## src/rtl/mix_fp_pkg.sv

```systemverilog
// Shared MIX float field layout and sequencer state encoding for the FPU blocks.
package mix_fp_pkg;

  localparam int SIGN_BIT = 30;
  localparam int EXP_MSB  = 29;
  localparam int EXP_LSB  = 24;
  localparam int FRAC_W   = 24;
  localparam int EXP_BIAS = 'o40;
  localparam int EXP_MAX  = 63;

  typedef enum logic [2:0] {
    S_IDLE = 3'd0,
    S_ONE  = 3'd1,
    S_ACC  = 3'd2,
    S_NORM = 3'd3,
    S_DONE = 3'd4
  } fpu_state_t;

endpackage

```

## src/rtl/fmul_iter_oct_mac.sv

```systemverilog
// Octal multiply-accumulate: sum = p_hi + a*d for one 3-bit digit d,
// formed from shifted copies of a so the divider can reuse it for multiples.
module oct_mac
  import mix_fp_pkg::*;
(
  input  logic [FRAC_W-1:0] a,
  input  logic [FRAC_W-1:0] p_hi,
  input  logic [2:0]        d,
  output logic [FRAC_W+2:0] sum
);

  logic [FRAC_W+2:0] m0;
  logic [FRAC_W+2:0] m1;
  logic [FRAC_W+2:0] m2;

  assign m0  = d[0] ? {3'b000, a}        : '0;
  assign m1  = d[1] ? {2'b00, a, 1'b0}   : '0;
  assign m2  = d[2] ? {1'b0, a, 2'b00}   : '0;
  assign sum = {3'b000, p_hi} + m0 + m1 + m2;

endmodule

```

## src/rtl/fmul_iter.sv

```systemverilog
// Iterative MIX float multiplier: one octal multiplier digit per cycle,
// then a single normalize step. Result lands 11 cycles after start.
module fmul_iter #(
  parameter int FRAC_DIGITS = 8,
  parameter int EXP_BIAS    = 32
) (
  input  logic        clk,
  input  logic        rst_n,
  input  logic        start,
  input  logic [30:0] multiplicand,
  input  logic [30:0] multiplier,
  output logic        busy,
  output logic        stop,
  output logic [30:0] out,
  output logic        overflow,
  output logic [2:0]  dbg_state
);

  import mix_fp_pkg::*;

  // Handshake: start is a one-cycle pulse with multiplicand valid in that
  // cycle; multiplier is taken the following cycle. start in any state
  // (including DONE) begins a new operation. stop pulses for one cycle when
  // out/overflow have just been updated; busy covers ONE..NORM.

  localparam logic [2:0]        LAST_DIGIT = 3'(FRAC_DIGITS - 1);
  localparam logic [7:0]        BIAS8      = 8'(EXP_BIAS);
  localparam logic signed [7:0] EXP_MAX8   = 8'(EXP_MAX);

  fpu_state_t state_q, state_d;

  logic [FRAC_W-1:0]   a_q;
  logic [FRAC_W-1:0]   b_q;
  logic [2*FRAC_W-1:0] p_q;
  logic [2:0]          cnt_q;
  logic                sign_q;
  logic                zero_q;
  logic [7:0]          exp_q;
  logic [30:0]         out_q;
  logic                ovf_q;

  logic [FRAC_W+2:0]   mac_sum;
  logic [FRAC_W-1:0]   frac_n;
  logic signed [7:0]   exp_n;
  logic                ovf_n;

  oct_mac u_mac (
    .a    (a_q),
    .p_hi (p_q[2*FRAC_W-1:FRAC_W]),
    .d    (b_q[2:0]),
    .sum  (mac_sum)
  );

  always_ff @(posedge clk or negedge rst_n) begin
    if (!rst_n) state_q <= S_IDLE;
    else        state_q <= state_d;
  end

  always_comb begin
    state_d = state_q;
    case (state_q)
      S_IDLE:  state_d = S_IDLE;
      S_ONE:   state_d = S_ACC;
      S_ACC:   if (cnt_q == LAST_DIGIT) state_d = S_NORM;
      S_NORM:  state_d = S_DONE;
      S_DONE:  state_d = S_IDLE;
      default: state_d = S_IDLE;
    endcase
    if (start) state_d = S_ONE;
  end

  // Single-step normalize: a zero top digit costs one digit of exponent.
  always_comb begin
    if (p_q[2*FRAC_W-1 -: 3] == 3'b000) begin
      frac_n = p_q[2*FRAC_W-4 -: FRAC_W];
      exp_n  = $signed(exp_q - 8'd1);
    end else begin
      frac_n = p_q[2*FRAC_W-1 -: FRAC_W];
      exp_n  = $signed(exp_q);
    end
    ovf_n = (exp_n < 0) || (exp_n > EXP_MAX8);
  end

  always_ff @(posedge clk or negedge rst_n) begin
    if (!rst_n) begin
      a_q    <= '0;
      b_q    <= '0;
      p_q    <= '0;
      cnt_q  <= '0;
      sign_q <= 1'b0;
      zero_q <= 1'b0;
      exp_q  <= '0;
      out_q  <= '0;
      ovf_q  <= 1'b0;
    end else if (start) begin
      a_q    <= multiplicand[FRAC_W-1:0];
      sign_q <= multiplicand[SIGN_BIT];
      exp_q  <= {2'b00, multiplicand[EXP_MSB:EXP_LSB]};
      p_q    <= '0;
      cnt_q  <= '0;
    end else begin
      case (state_q)
        S_ONE: begin
          b_q    <= multiplier[FRAC_W-1:0];
          sign_q <= sign_q ^ multiplier[SIGN_BIT];
          exp_q  <= exp_q + {2'b00, multiplier[EXP_MSB:EXP_LSB]} - BIAS8;
          zero_q <= (a_q == '0) || (multiplier[FRAC_W-1:0] == '0);
        end
        S_ACC: begin
          p_q   <= (2*FRAC_W)'({mac_sum, p_q[FRAC_W-1:0]} >> 3);
          b_q   <= b_q >> 3;
          cnt_q <= cnt_q + 3'd1;
        end
        S_NORM: begin
          if (zero_q) begin
            out_q <= {sign_q, 30'd0};
            ovf_q <= 1'b0;
          end else begin
            out_q <= {sign_q, exp_n[5:0], frac_n};
            ovf_q <= ovf_n;
          end
        end
        default: ;
      endcase
    end
  end

  assign busy      = (state_q == S_ONE) || (state_q == S_ACC) || (state_q == S_NORM);
  assign stop      = (state_q == S_DONE);
  assign out       = out_q;
  assign overflow  = ovf_q;
  assign dbg_state = state_q;

endmodule
```

## config.mk

```make
export PLATFORM = sky130hd
export DESIGN_NAME = fmul_iter
export DESIGN_NICKNAME = d
export VERILOG_FILES = /design/src/rtl/mix_fp_pkg.sv /design/src/rtl/fmul_iter_oct_mac.sv /design/src/rtl/fmul_iter.sv
export SDC_FILE = /design/constraint.sdc
export NUM_CORES = 1
export LEC_CHECK = 0
export CAP_MARGIN = 10
export CORE_MARGIN = 1
export CORE_UTILIZATION = 50
export DETAILED_ROUTE_END_ITERATION = 8
export GPL_ROUTABILITY_DRIVEN = 0
export PLACE_DENSITY = 0.78
export SKIP_CTS_REPAIR_TIMING = 1
export SYNTH_ARGS = -nofsm -noshare
export SYNTH_HDL_FRONTEND = slang
export SYNTH_SLANG_ARGS = --single-unit
```

## constraint.sdc

```tcl
create_clock -name clk -period 11.9 [get_ports clk]
set_input_delay 1.785 -clock clk [delete_from_list [all_inputs] [get_ports clk]]
set_output_delay 1.785 -clock clk [all_outputs]
set_load 0.02 [all_outputs]
```

Word level (Yosys, flattened, before mapping)
Cells that the tools add are included.
{ "word_totals": {"ff_bits": 144, "input_bits": 65, "output_inout_bits": 37, "wordCells": 59} }
{ "classes": {"add_sub_neg": 7, "n_lt_le_gt_ge": 2, "n_eq_ne": 6, "n_mux": 19, "n_bitwise": 2, "reduce_logical": 13} }
{ "ops": {"columns": ["cell", "n"], "rows": [
  ["2-to-1 mux 48 bit", 2],
  ["adder 27 bit", 2],
  ["logical NOT 24 bit", 2],
  ["2-to-1 mux 24 bit", 2],
  ["case mux 24 bit (2 select lines)", 1],
  ["2-to-1 mux 30 bit", 1],
  ["adder 24 x 27 -> 27 bit", 1],
  ["2-to-1 mux 26 bit", 1],
  ["2-to-1 mux 25 bit", 1],
  ["2-to-1 mux 8 bit", 3],
  ["2-to-1 mux 3 bit", 4],
  ["case mux 3 bit (3 select lines)", 1],
  ["adder 8 x 6 -> 8 bit", 1],
  ["greater-than comparator 8 x 7 -> 1 bit, second input constant", 1],
  ["< comparator 8 x 1 -> 1 bit, second input constant", 1],
  ["subtractor 8 x 1 -> 8 bit, second input constant", 1],
  ["subtractor 8 x 6 -> 8 bit, second input constant", 1],
  ["== test 3 x 2 -> 1 bit, second input constant", 2],
  ["== test 3 bit, second input constant", 2],
  ["AND reduction 2 bit", 3],
  ["nonzero test 2 bit", 3],
  ["logical OR 1 bit", 4],
  ["adder 3 x 1 -> 3 bit, second input constant", 1],
  ["== test 3 x 1 -> 1 bit, second input constant", 1],
  ["other kinds (5)", 7]
]} }

Longest topological paths before layout
{ "logic_depth": {"word_depth": 6, "depth_mapped": 17, "ltp_nobuf": 16} }

By module
A second synthesis with hierarchy kept.
{ "unflattened": {"hier_cells": 1068, "hier_area_um2": 9202.6} }
{ "modules_own_cells": {"columns": ["module", "instances", "cells_per_inst", "area_per_inst_um2", "seq_area_each_um2"], "rows": [
  ["fmul_iter", 1, 580, 5723.0, 3078.0],
  ["oct_mac", 1, 488, 3479.6, 0.0]
]} }

Least setup slack after synthesis
No wires, ideal clock.
{ "synth_timing": {"path_type": "reg2reg", "startpoint": "register b_q[2]", "endpoint": "register p_q[45]", "setup_time_ns": 0.121, "arrival_time_ns": 3.841, "required_ns": 11.779, "path_slack_ns": 7.938, "stages_incl_launch_ff": 16, "path_buffers": 2, "synth_period_minus_slack_ns": 3.962, "cell_sequence": "dfrtp_1 -> clkbuf_1 -> clkbuf_1 -> nand2_1 -> fa_1 -> fa_1 -> inv_1 -> ha_1 -> nor2b_4 -> o31ai_2 -> a211oi_1 -> or2_4 -> o311a_4 -> a2111oi_4 -> xnor2_1 -> a22o_1"} }
{ "synth_between": {"elab_chain_cells": 4} }
{ "synth_rtl": {"columns": ["item", "line", "source"], "rows": [
  ["from (decl)", "fmul_iter.sv:33", "logic [FRAC_W-1:0] b_q;"],
  ["from (signal assigned)", "fmul_iter.sv:104", "b_q <= multiplier[FRAC_W-1:0];"],
  ["from (signal assigned)", "fmul_iter.sv:111", "b_q <= b_q >> 3;"],
  ["2-to-1 mux 26 bit", "fmul_iter_oct_mac.sv:18", "assign m2 = d[2] ? {1'b0, a, 2'b00} : '0;"],
  ["adder 27 bit", "fmul_iter_oct_mac.sv:19", "assign sum = {3'b000, p_hi} + m0 + m1 + m2;"],
  ["2-to-1 mux 48 bit", "fmul_iter.sv:102", "case (state_q)"],
  ["2-to-1 mux 48 bit", "fmul_iter.sv:95", "end else if (start) begin"],
  ["to (signal assigned)", "fmul_iter.sv:110", "p_q <= (2*FRAC_W)'({mac_sum, p_q[FRAC_W-1:0]} >> 3);"],
  ["to (decl)", "fmul_iter.sv:34", "logic [2*FRAC_W-1:0] p_q;"]
]} }
Every way passes these cells. The select of a mux whose other input is x is not followed.
A chain may end at the register's enable or synchronous reset.

Worst setup path in the final report
Ends and elaborated chain as after synthesis.

==> flow_metrics.env <==
export IMPL_status="completed"
export IMPL_grt_first_pass_wirelength_um=30700
export IMPL_numClockSinks=123
export IMPL_totalWireLength_um=18700
export IMPL_yosys_area_top_type="dfrtp_1"
export IMPL_yosys_warnings=0
export IMPL_netlist_area_mm2=0.00823
export IMPL_period_minus_slack_ns=4.46
export IMPL_met3_usage_pct=4.72
export IMPL_timing_final_crit_share_pct=37.4
export IMPL_core_area_mm2=0.0160
export IMPL_synth_cells=889
export IMPL_final_hold_violation_count=0
export IMPL_synth_common_cells="nand2_1, dfrtp_1, inv_1"
export IMPL_setup_viol=0
export IMPL_cp_start_kind="register"
export IMPL_fmax_mhz=224
export IMPL_postLayoutCellArea_mm2=0.0100
export IMPL_synth_cell_types=51
export IMPL_tightest_slew_ns=1.05
export IMPL_p_leak_nw=4.70
export IMPL_dieArea_mm2=0.0170
export IMPL_antenna_found_initial=0
export IMPL_die_h_um=130
export IMPL_fin_cells=1203
export IMPL_critPathKind="reg2reg"
export IMPL_cp_data_required_time_ns=12.21
export IMPL_clk_latency_ns=0.42
export IMPL_route_detailed_drc=0
export IMPL_syn_area_per_cell_um2=9.26
export IMPL_cts_tree="built"
export IMPL_ys_seq_area_share_pct=37.4
export IMPL_crit_path_top_delay_cell="dfrtp_1"
export IMPL_dpl_cell_area_mm2=0.00941
export IMPL_ff_latch_area_mm2=0.00308
export IMPL_nFillCells=1320
export IMPL_max_stage_delay_ns=0.84
export IMPL_cts_path_max_buffers=2
export IMPL_cts_root_buf="clkbuf_16"
export IMPL_start_util_pct=51.4
export IMPL_drt_first_pass_iters=6
export IMPL_synth_edff_count=0
export IMPL_io_pins=102
export IMPL_grt_setup_unrepaired="no"
export IMPL_power_mw=2.16
export IMPL_grt_max_degree=75
export IMPL_critical_path_cell_chain="nand2_1 -> fa_1 -> fa_1 -> inv_1 -> ha_1 -> inv_1 -> fa_1 -> nor2b_4 -> o31ai_2 -> a211oi_1 -> or2_4 -> o311a_4 -> a2111oi_4 -> xnor2_1 -> a22o_1"
export IMPL_grtUsageMet1_pct=34.1
export IMPL_syn_to_final_growth_pct=21.6
export IMPL_seq_power_share_pct=26.2
export IMPL_synth_async_reset_ratio_pct=100
export IMPL_finalSetupTns_ns=0
export IMPL_die_x_um=130
export IMPL_dp_hpwl_um=13900
export IMPL_p_sw_uw=843
export IMPL_htree_levels=4
export IMPL_core_rowCount=46
export IMPL_p_int_mw=1.31
export IMPL_ys_ff_latch=123
export IMPL_cpMostUsedCell="fa_1"
export IMPL_multi_input_area_mm2=0.00471
export IMPL_dp_cells=1172
export IMPL_synth_area_leaders="dfrtp_1, fa_1, nand2_1, ha_1, inv_1"
export IMPL_syn_nets=1045
export IMPL_drt_iter0_drc=586
export IMPL_ant_nets=0
export IMPL_p_clk_share_pct=24.2
export IMPL_grt_usage_pct=23.5
export IMPL_grt_met2_usage_pct=36.0
export IMPL_final_max_slew_viol_count=0
export IMPL_grt_pass1_vias=6209
export IMPL_vias_per_cell=5.38
export IMPL_ys_flop_type="dfrtp_1"
export IMPL_portBuffers=101
export IMPL_grt_overflow=0
export IMPL_nets=1131
export IMPL_drive_above_1_share_pct=7.70
export IMPL_maxCapViolCount=0
export IMPL_vias=6468
export IMPL_wire_per_inst_um=15.5
export IMPL_antennaDiodeCount=0
export IMPL_powerDensity_mw_per_mm2=215
export IMPL_critPathArrivalTime_ns=4.76
export IMPL_cts_made_buffers=17
export IMPL_sw_frac_of_total_pct=39.1
export IMPL_hold_path_class="reg2reg"
export IMPL_top_usage_layer="met2"
export IMPL_vdd_ir_drop_max_uv=131
export IMPL_maxSlewHeadroom_pct=29.7
export IMPL_yosysMostFrequentCell="nand2_1"
export IMPL_endpoint_kind="register"
export IMPL_p_comb_share_pct=49.6
export IMPL_cts_clk_slew_worst_paths_ns=0.05
export IMPL_cp_max_fo=25
export IMPL_synth_top_cell_area_share_pct=37.4
export IMPL_fin_skew_ns=0.00625
[worst max-delay path: cells and delay by family, from the launching register on]
family	cells	cell delay, ns
AO/OA/AOI/OAI	5	1.21
XOR/XNOR	1	0.10
adder cells (fa/ha/maj)	4	1.52
buffers and inverters	2	0.11
flip-flops	1	0.84
AND/OR/NAND/NOR	3	0.55
[flip-flops by register name, indices dropped and copies added (netlist names)]
signal / cells
a_q: 24
sign_q: 1
overflow: 1
dbg_state: 3
exp_q: 8
cnt_q: 3
b_q: 24
out: 31
zero_q: 1
p_q: 27
[metal layers]
metal  vias up  routed length (um)
li1       3148                   -
met1      3101                8970
met2       201                8350
met3        18                1120
met4         0                 220
met5         -                   0
[kinds of logic (layout without fill, tap and decap cells)]
kind of cell             after synthesis  count (layout)  share of synthesized area, %
flip-flops                           123             123                          37.4
multiplexers                          47              47                          6.08
XOR/XNOR                              34              34                          3.62
AO/OA/AOI/OAI                        175             175                          13.7
AND/OR/NAND/NOR                      298             298                          15.5
buffers and inverters                121             219                          5.58
adder cells (fa/ha/maj)               91              91                          18.1
[worst paths after layout]
| check | startpoint | end | slack (ns) | cells past startpoint |
|---|---|---|---|---|
| setup reg to reg | b_q[2] | p_q[45] | 7.44 | 15 |
| hold / removal | out[15] | out[15] | 0.48 | 2 |
| hold reg to reg | out[15] | out[15] | 0.48 | 2 |
| setup / recovery | b_q[2] | p_q[45] | 7.44 | 15 |
| min in group asynchronous | rst_n | exp_q[2] | 1.39 | 1 |
| max in group asynchronous | rst_n | a_q[2] | 9.16 | 2 |
[layout by cell type (no fill, tap or decap), types with 17 or more instances in the layout]
master,n
a31oi_1,28
ha_1,44
dfrtp_1,123
clkbuf_16,17
nand2_1,192
mux2_2,24
o21ai_0,52
clkdlybuf4s50_1,99
a21oi_1,40
fa_1,47
xnor2_1,22
a21o_1,17
mux2i_1,23
nor2_1,49
inv_1,80
[layout make-up]
class                      instances  area share [%]
clock inverter                    10            1.42
multi-input combinational        645            47.0
clock buffer                      21            4.60
sequential                       123            30.7
timing repair buffer             107            10.5
inverter                          81            3.04
tap                              216            2.70
[power groups by stage]
stage / Clock (mW) / Sequential, mW / Combinational, mW
floorplan: 0 / 0.564 / 0.807
global placement: 0 / 0.568 / 1.04
detailed placement: 0 / 0.572 / 1.06
CTS: 0.529 / 0.565 / 1.07
global route: 0.546 / 0.577 / 1.20
finish: 0.521 / 0.566 / 1.07
[per-stage QoR]
step,hold slack (ns),util (%),setup WS (ns)
floorplan,0.456,-,7.94
global placement,0.460,58.8,7.57
detailed placement,0.469,58.8,7.47
CTS,0.481,62.6,7.46
global route,0.502,62.6,7.24
finish,0.479,62.6,7.44
Note: power is estimated with default switching activity, not from simulation.
